===== config.mk =====
export PLATFORM = sky130hd
export DESIGN_NAME = sound_mailbox_flat
export DESIGN_NICKNAME = d
export VERILOG_FILES = /design/src/rtl/sound_mailbox_pkg.sv /design/src/rtl/sound_mailbox_if.sv /design/src/rtl/sound_mailbox_fifo.sv /design/src/rtl/sound_mailbox.sv /design/src/flat_wrapper.sv
export SDC_FILE = /design/constraint.sdc
export NUM_CORES = 1
export LEC_CHECK = 0
export ABC_AREA = 1
export BUFFER_PORTS_ARGS = -buffer_cell sky130_fd_sc_hd__buf_2
export CAP_MARGIN = 5
export CORE_ASPECT_RATIO = 0.7
export CORE_MARGIN = 5
export CORE_UTILIZATION = 40
export CTS_CLUSTER_DIAMETER = 60
export DETAILED_ROUTE_END_ITERATION = 8
export SYNTH_ARGS = -nofsm -noshare
export SYNTH_HDL_FRONTEND = slang
export SYNTH_SLANG_ARGS = --single-unit

===== constraint.sdc =====
create_clock -name CLK -period 4.7 [get_ports CLK]
set_input_delay 0.705 -clock CLK [delete_from_list [all_inputs] [get_ports CLK]]
set_output_delay 0.705 -clock CLK [all_outputs]
set_load 0.05 [all_outputs]

===== src/rtl/sound_mailbox_pkg.sv =====
// sound_mailbox_pkg: shared STATUS bit positions and FIFO sizing helper
package sound_mailbox_pkg;
  localparam int ST_CMD_FULL   = 0;
  localparam int ST_REP_NEMPTY = 1;
  localparam int ST_CMD_OVF    = 2;
  localparam int ST_REP_OVF    = 3;
  function automatic int ptr_w(input int depth);
    return depth > 1 ? $clog2(depth) : 1;
  endfunction
endpackage


===== src/rtl/sound_mailbox_if.sv =====
// sound_mailbox_if: 68k and Z80 side strobes, data and status of the mailbox
interface sound_mailbox_if #(parameter int DATA_W = 8);
  logic              M68K_WR;
  logic              M68K_RD;
  logic [DATA_W-1:0] M68K_DIN;
  logic [DATA_W-1:0] M68K_DOUT;
  logic              Z80_CMD_RD;
  logic              Z80_REP_WR;
  logic              Z80_CLR;
  logic [DATA_W-1:0] Z80_DIN;
  logic [DATA_W-1:0] Z80_DOUT;
  logic              NMI_EN;
  logic              nNMI;
  logic [3:0]        STATUS;
  modport master (output M68K_WR, M68K_RD, M68K_DIN, Z80_CMD_RD, Z80_REP_WR, Z80_CLR, Z80_DIN, NMI_EN,
                  input M68K_DOUT, Z80_DOUT, nNMI, STATUS);
  modport slave  (input M68K_WR, M68K_RD, M68K_DIN, Z80_CMD_RD, Z80_REP_WR, Z80_CLR, Z80_DIN, NMI_EN,
                  output M68K_DOUT, Z80_DOUT, nNMI, STATUS);
endinterface


===== src/rtl/sound_mailbox_fifo.sv =====
// mbox_fifo: first-word-fall-through FIFO, any depth, optional overwrite-newest on full
module mbox_fifo
  import sound_mailbox_pkg::*;
#(
  parameter int W         = 8,
  parameter int DEPTH     = 4,
  parameter bit OVERWRITE = 1'b0
) (
  input  logic         clk,
  input  logic         rst_n,
  input  logic         push,
  input  logic         pop,
  input  logic         flush,
  input  logic [W-1:0] din,
  output logic [W-1:0] dout,
  output logic         empty,
  output logic         full,
  output logic         ovf_set
);
  localparam int PW = ptr_w(DEPTH);
  localparam int CW = $clog2(DEPTH + 1);
  localparam logic [PW-1:0] LAST = PW'(DEPTH - 1);
  logic [W-1:0]  mem_q [DEPTH];
  logic [PW-1:0] wr_q, wr_d, rd_q, rd_d, wa;
  logic [CW-1:0] cnt_q, cnt_d;
  logic          do_pop, do_push, we;
  assign empty   = cnt_q == '0;
  assign full    = cnt_q == CW'(DEPTH);
  assign do_pop  = pop & ~empty & ~flush;
  // a pop in the same cycle frees the head slot, so a full FIFO still accepts the push
  assign do_push = push & ~flush & (~full | do_pop);
  assign ovf_set = push & ~flush & full & ~do_pop;
  assign we      = do_push | (ovf_set & OVERWRITE);
  assign wa      = do_push ? wr_q : (wr_q == '0 ? LAST : wr_q - 1'b1);
  assign dout    = empty ? '0 : mem_q[rd_q];
  always_comb begin
    wr_d  = flush ? '0 : do_push ? (wr_q == LAST ? '0 : wr_q + 1'b1) : wr_q;
    rd_d  = flush ? '0 : do_pop ? (rd_q == LAST ? '0 : rd_q + 1'b1) : rd_q;
    cnt_d = flush ? '0 : cnt_q + CW'(do_push) - CW'(do_pop);
  end
  always_ff @(posedge clk or negedge rst_n)
    if (!rst_n) begin
      wr_q  <= '0;
      rd_q  <= '0;
      cnt_q <= '0;
    end else begin
      wr_q  <= wr_d;
      rd_q  <= rd_d;
      cnt_q <= cnt_d;
    end
  always_ff @(posedge clk)
    if (we) mem_q[wa] <= din;
endmodule


===== src/rtl/sound_mailbox.sv =====
// sound_mailbox: 68k->Z80 command and Z80->68k reply FIFOs with NMI request and sticky overflow
module sound_mailbox
  import sound_mailbox_pkg::*;
#(
  parameter int DATA_W    = 8,
  parameter int CMD_DEPTH = 4,
  parameter int REP_DEPTH = 2,
  parameter bit OVERWRITE = 1'b0
) (
  input  logic                  CLK,
  input  logic                  nRESET,
  sound_mailbox_if.slave        bus
);
  logic [DATA_W-1:0] rep_head, hold_q, hold_d;
  logic cmd_empty, cmd_full, cmd_ovf_set, rep_empty, rep_ovf_set;
  logic cmd_ovf_q, cmd_ovf_d, rep_ovf_q, rep_ovf_d, nmi_n_q, nmi_n_d;
  mbox_fifo #(.W(DATA_W), .DEPTH(CMD_DEPTH), .OVERWRITE(OVERWRITE)) u_cmd (
    .clk(CLK), .rst_n(nRESET), .push(bus.M68K_WR), .pop(bus.Z80_CMD_RD), .flush(bus.Z80_CLR),
    .din(bus.M68K_DIN), .dout(bus.Z80_DOUT), .empty(cmd_empty), .full(cmd_full), .ovf_set(cmd_ovf_set)
  );
  mbox_fifo #(.W(DATA_W), .DEPTH(REP_DEPTH), .OVERWRITE(OVERWRITE)) u_rep (
    .clk(CLK), .rst_n(nRESET), .push(bus.Z80_REP_WR), .pop(bus.M68K_RD), .flush(1'b0),
    .din(bus.Z80_DIN), .dout(rep_head), .empty(rep_empty), .full(), .ovf_set(rep_ovf_set)
  );
  always_comb begin
    cmd_ovf_d = bus.Z80_CLR ? 1'b0 : cmd_ovf_q | cmd_ovf_set;
    rep_ovf_d = rep_ovf_set | (rep_ovf_q & ~(bus.M68K_RD & rep_empty));
    hold_d    = bus.M68K_RD & ~rep_empty ? rep_head : hold_q;
    nmi_n_d   = ~(~cmd_empty & bus.NMI_EN);
  end
  always_ff @(posedge CLK or negedge nRESET)
    if (!nRESET) begin
      cmd_ovf_q <= 1'b0;
      rep_ovf_q <= 1'b0;
      hold_q    <= '0;
      nmi_n_q   <= 1'b1;
    end else begin
      cmd_ovf_q <= cmd_ovf_d;
      rep_ovf_q <= rep_ovf_d;
      hold_q    <= hold_d;
      nmi_n_q   <= nmi_n_d;
    end
  assign bus.M68K_DOUT = rep_empty ? hold_q : rep_head;
  assign bus.nNMI      = nmi_n_q;
  always_comb begin
    bus.STATUS                = '0;
    bus.STATUS[ST_CMD_FULL]   = cmd_full;
    bus.STATUS[ST_REP_NEMPTY] = ~rep_empty;
    bus.STATUS[ST_CMD_OVF]    = cmd_ovf_q;
    bus.STATUS[ST_REP_OVF]    = rep_ovf_q;
  end
endmodule


===== src/flat_wrapper.sv =====
// flat-port wrapper written by rule: the top's interface ports become plain ports
module sound_mailbox_flat import sound_mailbox_pkg::*;
#(
  parameter int DATA_W    = 8,
  parameter int CMD_DEPTH = 4,
  parameter int REP_DEPTH = 2,
  parameter bit OVERWRITE = 1'b0
)
  (CLK, nRESET, bus_M68K_WR, bus_M68K_RD, bus_M68K_DIN, bus_Z80_CMD_RD, bus_Z80_REP_WR, bus_Z80_CLR, bus_Z80_DIN, bus_NMI_EN, bus_M68K_DOUT, bus_Z80_DOUT, bus_nNMI, bus_STATUS);
  sound_mailbox_if #(.DATA_W(DATA_W)) bus_i ();
  input  logic CLK;
  input  logic nRESET;
  input wire logic [$bits(bus_i.M68K_WR)-1:0] bus_M68K_WR;
  input wire logic [$bits(bus_i.M68K_RD)-1:0] bus_M68K_RD;
  input wire logic [$bits(bus_i.M68K_DIN)-1:0] bus_M68K_DIN;
  input wire logic [$bits(bus_i.Z80_CMD_RD)-1:0] bus_Z80_CMD_RD;
  input wire logic [$bits(bus_i.Z80_REP_WR)-1:0] bus_Z80_REP_WR;
  input wire logic [$bits(bus_i.Z80_CLR)-1:0] bus_Z80_CLR;
  input wire logic [$bits(bus_i.Z80_DIN)-1:0] bus_Z80_DIN;
  input wire logic [$bits(bus_i.NMI_EN)-1:0] bus_NMI_EN;
  output wire logic [$bits(bus_i.M68K_DOUT)-1:0] bus_M68K_DOUT;
  output wire logic [$bits(bus_i.Z80_DOUT)-1:0] bus_Z80_DOUT;
  output wire logic [$bits(bus_i.nNMI)-1:0] bus_nNMI;
  output wire logic [$bits(bus_i.STATUS)-1:0] bus_STATUS;
  assign bus_i.M68K_WR = bus_M68K_WR;
  assign bus_i.M68K_RD = bus_M68K_RD;
  assign bus_i.M68K_DIN = bus_M68K_DIN;
  assign bus_i.Z80_CMD_RD = bus_Z80_CMD_RD;
  assign bus_i.Z80_REP_WR = bus_Z80_REP_WR;
  assign bus_i.Z80_CLR = bus_Z80_CLR;
  assign bus_i.Z80_DIN = bus_Z80_DIN;
  assign bus_i.NMI_EN = bus_NMI_EN;
  assign bus_M68K_DOUT = bus_i.M68K_DOUT;
  assign bus_Z80_DOUT = bus_i.Z80_DOUT;
  assign bus_nNMI = bus_i.nNMI;
  assign bus_STATUS = bus_i.STATUS;
  sound_mailbox #(.DATA_W(DATA_W), .CMD_DEPTH(CMD_DEPTH), .REP_DEPTH(REP_DEPTH), .OVERWRITE(OVERWRITE)) u_core (.CLK(CLK), .nRESET(nRESET), .bus(bus_i));
endmodule

* After elaboration in Yosys (flattened, before gate mapping)
Memory sizes are Yosys's and may differ from the RTL's. Index checks and enable logic that the tools add are counted.
Operators by class: reduce and logical (&&, ||, !) cells 5, equality and inequality tests 4, muxes and demuxes 21, bitwise operators 26, $add $sub $neg 10
Operators with widths (number):
- $mux W8 | 3
- $mux W2 | 8
- $and A1 B1 Y1 | 13
- $mux W1 | 9
- $not A1 Y1 | 9
- $eq A2 B2 Y1 const B | 3
- $add A2 B1 Y2 const B | 2
- $logic_not A2 Y1 | 2
- $or A1 B1 Y1 | 4
- $reduce_bool A2 Y1 | 2
- $add A3 B1 Y3 | 1
- $eq A3 B3 Y1 const B | 1
- $logic_not A3 Y1 | 1
- $mux W3 | 1
- $sub A3 B1 Y3 | 1
- $add A1 B1 Y1 const B | 2
- $add A2 B1 Y2 | 1
- $sub A2 B1 Y2 | 1
- $sub A2 B1 Y2 const B | 1
- $sub A1 B1 Y1 const B | 1
Storage, ports and cells: memories kept 2, logic and storage cells 78, bits in writable memories 48, input port bits 24, output and inout port bits 21, bits in registers 22
Memories:
- u_core.u_cmd.mem_q | words 4, width 8, read ports 1, clocked after memory_dff 0, write ports 1, line sound_mailbox_fifo.sv:23 | logic [W-1:0] mem_q [DEPTH];
- u_core.u_rep.mem_q | words 2, width 8, read ports 1, clocked after memory_dff 0, write ports 1, line sound_mailbox_fifo.sv:23

* Depth between registers and ports, before layout
Gate-level depths: netlist of the first run.
depth after elaboration 9, depth in mapped cells 10, gate-level depth less buffers 10

* Cells and area by module
A second synthesis of the first run with hierarchy kept.
Second synthesis, totals: cell total of the unflattened synthesis 308, area, all modules 3209.3 µm²
Modules (own cells, without submodules):
- mbox_fifo at u_core.u_cmd | area an instance 1742.9 µm², cells an instance 151, instances 1, sequential area each 1136.1 µm²
- mbox_fifo at u_core.u_rep | area an instance 879.6 µm², cells an instance 81, instances 1, sequential area each 580.6 µm²
- sound_mailbox | area an instance 586.8 µm², cells an instance 76, instances 1, sequential area each 276.5 µm²

* Worst setup path before layout of the first run
No wires, ideal clock.
kind reg2out, start register u_core.u_cmd.rd_q[0], end output port bus_Z80_DOUT[5], buffers on the path 2, data arrival time 1610 ps, data required time 3995 ps, slack 2385 ps, stages on the path, launching flop included 6, cells stage by stage dfrtp_1 buf_6 inv_4 buf_2 o21ai_1 a21oi_1
On the way: cells in the longest elaborated chain, start to end 2
Ends and longest elaborated chain:
- from (decl) | line sound_mailbox_fifo.sv:24 | logic [PW-1:0] wr_q, wr_d, rd_q, rd_d, wa;
- from (signal assigned) | line sound_mailbox_fifo.sv:48 | rd_q <= rd_d;
- $mem_v2 Z4 W8
- $mux W8 | line sound_mailbox_fifo.sv:35 | assign dout = empty ? '0 : mem_q[rd_q];
- to (decl) | line flat_wrapper.sv:22 | output wire logic [$bits(bus_i.Z80_DOUT)-1:0] bus_Z80_DOUT;
No other way between the ends.

* Worst setup path after layout of the first run
start register u_core.u_cmd.rd_q[0], end output port bus_Z80_DOUT[2]
The elaborated chain is that of the path after synthesis.

==> qor.txt, run 1 <==
Capturing element type of the critical path: primary output
Netlist area before placement: 3050 um2
Final hold violation count: 0
Commonest cells after routing, fill and taps aside: sky130_fd_sc_hd__nor2_1 (52), sky130_fd_sc_hd__edfxtp_1 (48), sky130_fd_sc_hd__buf_2 (44), sky130_fd_sc_hd__nand2_1 (32), sky130_fd_sc_hd__o21ai_1 (25)
Area growth from synthesis to final layout: 16.3%
Pin count of the biggest net entering global routing: 23
Worst skew pair latency: 0.34 ns
DP Worst Slack: 2.08 ns
Syn. warnings: 0
Total of flip-flops plus latches after synthesis: 70
Hold buffer count at cts: 0
Detailed placer's ending HPWL: 4210 um
Worst rel slew slack: 15.1%
Global routing usage summed across all routing layers: 13.8%
Count of unique library cells instantiated by Yosys: 33
Number of buffers added by the clock tree synthesis step: 9
Required time worst endpoint: 3.99 ns
Slowest library cell on the worst path: sky130_fd_sc_hd__dfrtp_1
Critical Path Start Type: flop
CTS Buffer Depth: 2
Fin crit period: 2.59 ns
Power per unit of standard cell area: 734 nW/um2
Remaining global-route overflow: 0
Average wire per standard cell: 14.3 um
DRC violation count after routing: 0
Top cell type by total area after synthesis: sky130_fd_sc_hd__edfxtp_1
Maximum level of the CTS H-tree: 3
Crit-path most repeated cell: sky130_fd_sc_hd__nor2_1
Fmax: 0.386 GHz
Cell family with the largest share of critical-path delay: flip-flops
Proportion of synthesized chip area in sequential cells: 65.3%
Max-cap viol count: 0
Area share of the leading cell type in the synthesized netlist: 47.2%
Vias: 1965
Post-Route Setup TNS: 0 ns
Wire length of the first global-routing pass: 10000 um
Worst hold path class: input port to asynchronous set/reset pin
Number of nets produced by synthesis: 298
Total number of clock tree sinks: 70
Period utilisation layout: 55.1%
Ordered cell list for the critical path: nor2_1 > nor2_1 > o21ai_0 > a21oi_1 > buf_2
Worst EP arrival: 1.88 ns
Fraction of layout instances using a drive strength above 1: 27.7%
Via count of the first global-routing pass: 1992
Cells taking the most area after synthesis: sky130_fd_sc_hd__edfxtp_1 (47%), sky130_fd_sc_hd__dfrtp_1 (17%), sky130_fd_sc_hd__nor2_1 (6.4%), sky130_fd_sc_hd__o21ai_1 (4.1%), sky130_fd_sc_hd__nand2_1 (3.9%)
Clock transition time at the flip-flop clock pins of the worst setup and hold paths: 0.08 ns
Ratio of routed vias to standard cells: 4.72
Area taken by multi-input logic gates: 925 um2
Cell leakage power: 0.00147 uW
Setup Crit Path Kind: flop to primary output
Initial antenna violation count: 0
Max Slew Vio Count: 0
Result of the run: finished clean
Final-stage net count: 344
Most common cell after layout, fill and taps aside: sky130_fd_sc_hd__nor2_1
Synth Area per Inst: 11.4 um2
Root buf cell: sky130_fd_sc_hd__clkbuf_8
Clock tree from TritonCTS: done
Num rows: 26
Worst supply voltage drop on vdd: 0.326 mV
Weighted congestion reported at the end of routability-driven placement: 0.731
Unrepaired setup endpoints after global routing: false
Floorplan Core Area: 7350 um2
Fillcell total: 682
DIE WIDTH: 114 um
Buffers inserted during post-CTS setup optimization: 0
Delay of the slowest cell on the worst path: 0.78 ns
Input/output buffers: 44
Die Ht: 83.1 um
Number of top-level pins: 45
Worst-case hold slack: 0.322 ns
Setup Viol. Count Final: 0
Sequential standard cell area: 1990 um2
Initial detailed-routing violation count: 153
PnR worst setup slack: 2.11 ns
Count of mapped cells out of synthesis: 267
Final Routed Wirelength: 5950 um
Starting Density: 41.5%
CP Max Fanout: 19
Total buffers and inverters traversed by the critical path: 1
Post-DRT Antenna Nets: 0
Clock Skew: 0.00747 ns
1st-pass router iterations: 4
Number of gates resized after cts: 0
Die ar.: 9510 um2
Transition time of the tightest slew-check pin: 1.26 ns
Antenna cell count: 0
==> per-layer routing <==
metal  track usage (%)  wire length [um]  vias to the layer above
li1                  -                 -                     1000
met1              19.0              2790                      914
met2              20.2              2750                       42
met3              4.58               333                        9
met4              5.18                80                        0
met5                 0                 0                        -
==> path summary, 6_finish.rpt <==
check | start | end | slack, ns | cells after the start
max in group asynchronous | nRESET | u_core.bus.nNMI | 4.01 | 1
hold / removal | nRESET | u_core.hold_q[2] | 0.32 | 1
hold reg to reg | u_core.cmd_ovf_q | u_core.cmd_ovf_q | 0.49 | 2
min in group CLK | bus_NMI_EN | u_core.bus.nNMI | 0.48 | 2
setup / recovery | u_core.u_cmd.rd_q[0] | bus_Z80_DOUT[2] | 2.11 | 5
setup reg to reg | u_core.u_cmd.cnt_q[1] | u_core.u_cmd.mem_q[3][0] | 2.56 | 4
==> Yosys cell counts <==
cell type / instances
sky130_fd_sc_hd__o211ai_4: 1
sky130_fd_sc_hd__edfxtp_1: 48
sky130_fd_sc_hd__nor2_2: 1
sky130_fd_sc_hd__nand4_1: 1
sky130_fd_sc_hd__fa_1: 1
sky130_fd_sc_hd__and3_1: 1
sky130_fd_sc_hd__nor3_2: 2
sky130_fd_sc_hd__nand2_4: 2
sky130_fd_sc_hd__dfrtp_1: 21
sky130_fd_sc_hd__inv_4: 1
sky130_fd_sc_hd__buf_6: 3
sky130_fd_sc_hd__or2_1: 2
sky130_fd_sc_hd__nand3_2: 1
sky130_fd_sc_hd__o21ai_1: 25
sky130_fd_sc_hd__nand3_1: 6
sky130_fd_sc_hd__o21ai_2: 4
sky130_fd_sc_hd__xnor2_1: 2
sky130_fd_sc_hd__a21oi_1: 10
sky130_fd_sc_hd__buf_2: 3
sky130_fd_sc_hd__o21ai_0: 7
sky130_fd_sc_hd__nand2_1: 32
sky130_fd_sc_hd__o22ai_1: 1
sky130_fd_sc_hd__inv_2: 8
sky130_fd_sc_hd__nor3_1: 4
sky130_fd_sc_hd__nand2_2: 2
sky130_fd_sc_hd__nand3b_1: 1
sky130_fd_sc_hd__nor2_4: 5
sky130_fd_sc_hd__xor2_1: 1
sky130_fd_sc_hd__ha_1: 6
sky130_fd_sc_hd__dfstp_2: 1
sky130_fd_sc_hd__buf_4: 3
sky130_fd_sc_hd__inv_1: 9
sky130_fd_sc_hd__nor2_1: 52
==> registers in the layout, indices dropped and copies added, names as in the netlist <==
signal / cells
u_core.u_cmd.mem_q: 32
u_core.u_cmd.rd_q: 2
u_core.cmd_ovf_q: 1
u_core.u_rep.mem_q: 16
u_core.hold_q: 8
u_core.u_rep.rd_q: 1
u_core.bus.nNMI: 1
u_core.u_rep.cnt_q: 2
u_core.rep_ovf_q: 1
u_core.u_cmd.wr_q: 2
u_core.u_rep.wr_q: 1
u_core.u_cmd.cnt_q: 3
==> per-stage QoR <==
stage	cells	area (um2)	utilization [%]	total power, uW
finish	416	3550	48.3	2610
floorplan	267	3050	-	1860
global route	416	3550	48.3	2780
CTS	416	3550	48.2	2640
detailed placement	400	3330	45.2	2100
global placement	400	3330	45.2	2090
==> area by class of cell <==
type / count / area share [%]
Clock buffer: 9 / 3.49
Clock inverter: 7 / 2.75
Inverter: 18 / 1.97
Multi-Input combinational cell: 170 / 26.0
Sequential cell: 70 / 56.1
Tap cell: 98 / 3.45
Timing Repair Buffer: 44 / 6.20
==> power by group <==
| part | internal [uW] | leakage (uW) | switching, uW |
|---|---|---|---|
| registers | 801 | 0.000713 | 121 |
| clock network | 300 | 0.000107 | 231 |
| logic | 294 | 0.000647 | 859 |
| total | 1400 | 0.00147 | 1210 |
==> worst reg2reg max path, delay by kind of cell, from the launching register on <==
kind               cells  cell delay [ns]
and+or+nand+nor        3             1.15
DFF                    1             0.49
AOI/OAI and AO/OA      1             0.11
==> logic make-up after synthesis <==
family          synth area share (%)
simple gates                    17.2
compound gates                  8.93
buf+inv                         4.63
fa+ha+maj                       3.11
xor+xnor                       0.860
flops                           65.3
Power figures use the tool's default switching activity.
==> inputs of run 2 (changes only) <==
--- a/config.mk
+++ b/config.mk
@@ -5,7 +5,7 @@
 export SDC_FILE = /design/constraint.sdc
 export NUM_CORES = 1
 export LEC_CHECK = 0
-export ABC_AREA = 1
+export ABC_AREA = 0
 export BUFFER_PORTS_ARGS = -buffer_cell sky130_fd_sc_hd__buf_2
 export CAP_MARGIN = 5
 export CORE_ASPECT_RATIO = 0.7
==> constraint.sdc (replaced) <==
create_clock -name CLK -period 2.5 [get_ports CLK]
set_input_delay 0.375 -clock CLK [delete_from_list [all_inputs] [get_ports CLK]]
set_output_delay 0.375 -clock CLK [all_outputs]
set_load 0.05 [all_outputs]
==> run 2 against run 1 <==
Net effect: the flow now finishes with violations (negative hold slack); largest cell class unchanged; register-to-register slack got worse by 2.2 ns; sequential cell count did not move; die area fell by 3.3%; routed wire length fell by 16%; via count fell by 16%; core utilization rose by 0.26 points; clock skew rose by 0.0035 ns; worst setup slack got worse by 1.8 ns; critical path depth rose by 3; critical endpoint is now u_core.u_cmd.cnt_q[2]; non-clock buffer count rose by 8; global-route usage fell by 1.8 points; clock-buffer cell count rose by 1.
==> qor.txt, run 2 <==
Result of the run: finished with violations
Violations in the final reports: negative hold slack
Worst skew pair latency: 0.34 ns (about the same)
Worst EP arrival: 2.41 ns (+0.53 ns)
Worst supply voltage drop on vdd: 0.769 mV (+140%)
Startpoint of the worst-slack reg-to-reg timing path: u_core.u_cmd.cnt_q[1]
Worst rel slew slack: 64.8% (+50 points)
Largest register FFs: 32 (unchanged)
Capture point of the worst path: u_core.u_cmd.cnt_q[2]
Clock transition time at the flip-flop clock pins of the worst setup and hold paths: 0.08 ns (about the same)
Remaining global-route overflow: 0 (unchanged)
Netlist area before placement: 2940 um2 (-3.6%)
Endpoint of the worst register-to-register path: u_core.u_cmd.cnt_q[2]
Most frequently used flop master after synthesis: sky130_fd_sc_hd__edfxtp_1
Cells taking the most area after synthesis: sky130_fd_sc_hd__edfxtp_1 (49%), sky130_fd_sc_hd__dfrtp_1 (18%), sky130_fd_sc_hd__mux4_2 (6.1%), sky130_fd_sc_hd__mux2i_1 (3.1%), sky130_fd_sc_hd__ha_1 (2.6%)
Initial antenna violation count: 0 (unchanged)
Average wire per standard cell: 14.1 um (-1.4%)
Setup slack on the worst flop-to-flop path: 0.31 ns (-2.25 ns)
Post-DRT Antenna Nets: 0 (unchanged)
Top cell type by total area after synthesis: sky130_fd_sc_hd__edfxtp_1
Weighted congestion reported at the end of routability-driven placement: 0.772 (+5.7%)
Via count of the first global-routing pass: 1682 (-16%)
Overall Power: 4290 uW (+65%)
Count of unique library cells instantiated by Yosys: 33 (unchanged)
Setup Crit Path Kind: flop to flop
CTS Buffer Depth: 2 (unchanged)
Input/output buffers: 44 (unchanged)
Starting Density: 40.7% (-0.79 points)
Setup Viol. Count Final: 0 (unchanged)
Antenna cell count: 0 (unchanged)
Final Routed Wirelength: 5000 um (-16%)
Required time worst endpoint: 2.73 ns (-1.26 ns)
Final hold violation count: 1 (+1)
Async SR Flop Fraction: 31.4% (unchanged)
Fin crit period: 2.19 ns
Worst hold path class: input port to asynchronous set/reset pin
Power per unit of standard cell area: 1220 nW/um2 (+67%)
Capturing element type of the critical path: flop
Commonest cells after routing, fill and taps aside: sky130_fd_sc_hd__edfxtp_1 (48), sky130_fd_sc_hd__buf_2 (44), sky130_fd_sc_hd__dfrtp_1 (20), sky130_fd_sc_hd__nor2_1 (19)
Commonest cells in the synthesized netlist: sky130_fd_sc_hd__edfxtp_1 (48), sky130_fd_sc_hd__dfrtp_1 (21), sky130_fd_sc_hd__nor2_1 (19)
Maximum level of the CTS H-tree: 3 (unchanged)
Origin of the worst setup path: u_core.u_cmd.cnt_q[1]
Critical Path Start Type: flop
Proportion of synthesized chip area in sequential cells: 67.7% (+2.5 points)
Count of mapped cells out of synthesis: 199 (-25%)
Floorplan Core Area: 7220 um2 (-1.8%)
Cell leakage power: 0.00143 uW (-2.3%)
Registers with the highest flip-flop counts: u_core.u_cmd.mem_q x32, u_core.u_rep.mem_q x16, u_core.hold_q x8
Max Slew Vio Count: 0 (unchanged)
Detailed placer's ending HPWL: 3520 um (-16%)
Largest register by flop count: u_core.u_cmd.mem_q
Most common cell after layout, fill and taps aside: sky130_fd_sc_hd__edfxtp_1
Post-Route Setup TNS: 0 ns (unchanged)
Fraction of layout instances using a drive strength above 1: 32.8% (+5.1 points)
Pin count of the biggest net entering global routing: 23 (unchanged)
Total number of clock tree sinks: 70 (unchanged)
1st-pass router iterations: 4 (unchanged)
Wire length of the first global-routing pass: 8270 um (-17%)
Area share of the leading cell type in the synthesized netlist: 49.0% (+1.8 points)
Total of flip-flops plus latches after synthesis: 70 (unchanged)
Syn. warnings: 0 (unchanged)
Clock tree from TritonCTS: done
DIE WIDTH: 113 um (-1.7%)
Die Ht: 81.8 um (-1.6%)
Cell with the most instances after synthesis: sky130_fd_sc_hd__edfxtp_1
Period utilisation layout: 87.5%
DRC violation count after routing: 0 (unchanged)
Number of buffers added by the clock tree synthesis step: 9 (unchanged)
Number of top-level pins: 45 (unchanged)
Area growth from synthesis to final layout: 19.2%
Die ar.: 9200 um2 (-3.3%)
Depth of the most critical reg-to-reg path: 8 (+4)
Synth Area per Inst: 14.8 um2 (+29%)
Max-cap viol count: 0 (unchanged)
Fmax: 0.457 GHz
Final-stage net count: 282 (-18%)
Worst-case hold slack: -0.000855 ns (-0.323 ns)
Hold buffer count at cts: 0 (unchanged)
Num rows: 26 (unchanged)
Ratio of routed vias to standard cells: 4.66 (-1.4%)
Vias: 1649 (-16%)
Root buf cell: sky130_fd_sc_hd__clkbuf_8
Number of enable-type register cells in the synthesized netlist: 48 (unchanged)
Number of nets produced by synthesis: 230 (-23%)
Unrepaired setup endpoints after global routing: false
Initial detailed-routing violation count: 72 (-53%)
CP Max Fanout: 5 (-14)
Transition time of the tightest slew-check pin: 0.527 ns (-0.736 ns)
Clock Skew: 0.0110 ns (+0.00348 ns)
Global routing usage summed across all routing layers: 12.0% (-1.8 points)
==> run 2: cell type report <==
cell class / instances / area, um2
inverter: 10 / 37.5
sequential: 70 / 1990
fill: 633 / 3710
clock inverter: 6 / 93.8
multi-input combinational: 108 / 852
timing repair buffer: 52 / 280
tap: 98 / 123
clock buffer: 10 / 128
==> run 2: worst max-delay path: stages (launching register included) <==
cell and delay, ns:
sky130_fd_sc_hd__dfrtp_1 0.44, sky130_fd_sc_hd__nor2_2 0.23, sky130_fd_sc_hd__nor3_1 0.07, sky130_fd_sc_hd__a2111oi_0 0.47, sky130_fd_sc_hd__ha_1 0.24, sky130_fd_sc_hd__inv_1 0.05, sky130_fd_sc_hd__fa_1 0.37, sky130_fd_sc_hd__xnor2_1 0.17
sky130_fd_sc_hd__nor2_1 0.05
==> run 2: metal layers <==
metal	wire length (um)	part of all wire, %	track usage [%]	up-vias
met5	0	0	0	-
met2	2250	45	19.1	37
met1	2410	48	15.1	785
met4	44	0.88	2.88	0
li1	-	-	-	821
met3	294	5.9	5.60	6
==> run 2: how the worst min path moves through the flow <==
stage | start | end | cells past startpoint
floorplan | nRESET | u_core.cmd_ovf_q | 0
CTS | nRESET | u_core.u_cmd.rd_q[0] | 1
global placement | nRESET | u_core.cmd_ovf_q | 1
detailed placement | nRESET | u_core.u_cmd.rd_q[0] | 1
finish | nRESET | u_core.u_cmd.rd_q[0] | 1
global route | nRESET | u_core.hold_q[1] | 1
==> run 2: report_power, final <==
part	switching, uW	leakage [uW]	internal [uW]	total, uW
logic	1110	0.000615	512	1620
clock network	422	0.000107	569	991
registers	195	0.000713	1490	1680
total	1720	0.00143	2570	4290
==> run 2: what timing repair did <==
item,in CTS,in global routing
buffers inserted,0,0
gates resized for setup,0,1
endpoints found under the setup margin,0,3
==> run 2: per-stage QoR <==
| stage | hold slack (ns) | std cells | util, % | cell area, um2 | worst slack, ns |
|---|---|---|---|---|---|
| final | -0.000855 | 354 | 48.6 | 3510 | 0.312 |
| after global placement | 0.386 | 338 | 45.5 | 3290 | 0.430 |
| after global routing | 0.0480 | 354 | 48.6 | 3510 | 0.164 |
| after CTS | 0.00913 | 354 | 48.6 | 3510 | 0.0790 |
| after floorplan | 0.0794 | 199 | - | 2940 | 0.239 |
| after detailed placement | 0.384 | 338 | 45.5 | 3290 | 0.277 |
==> run 2: logic make-up (layout without fill, tap and decap cells) <==
logic type      count (synthesis)  count (layout)  synth area share, %
compound gates                 26              26                 5.53
xor+xnor                        7               7                 2.08
fa+ha+maj                       7               7                 3.23
buf+inv                        21              78                 3.32
flops                          70              70                 67.7
mux                            19              19                 10.2
simple gates                   49              49                 7.91
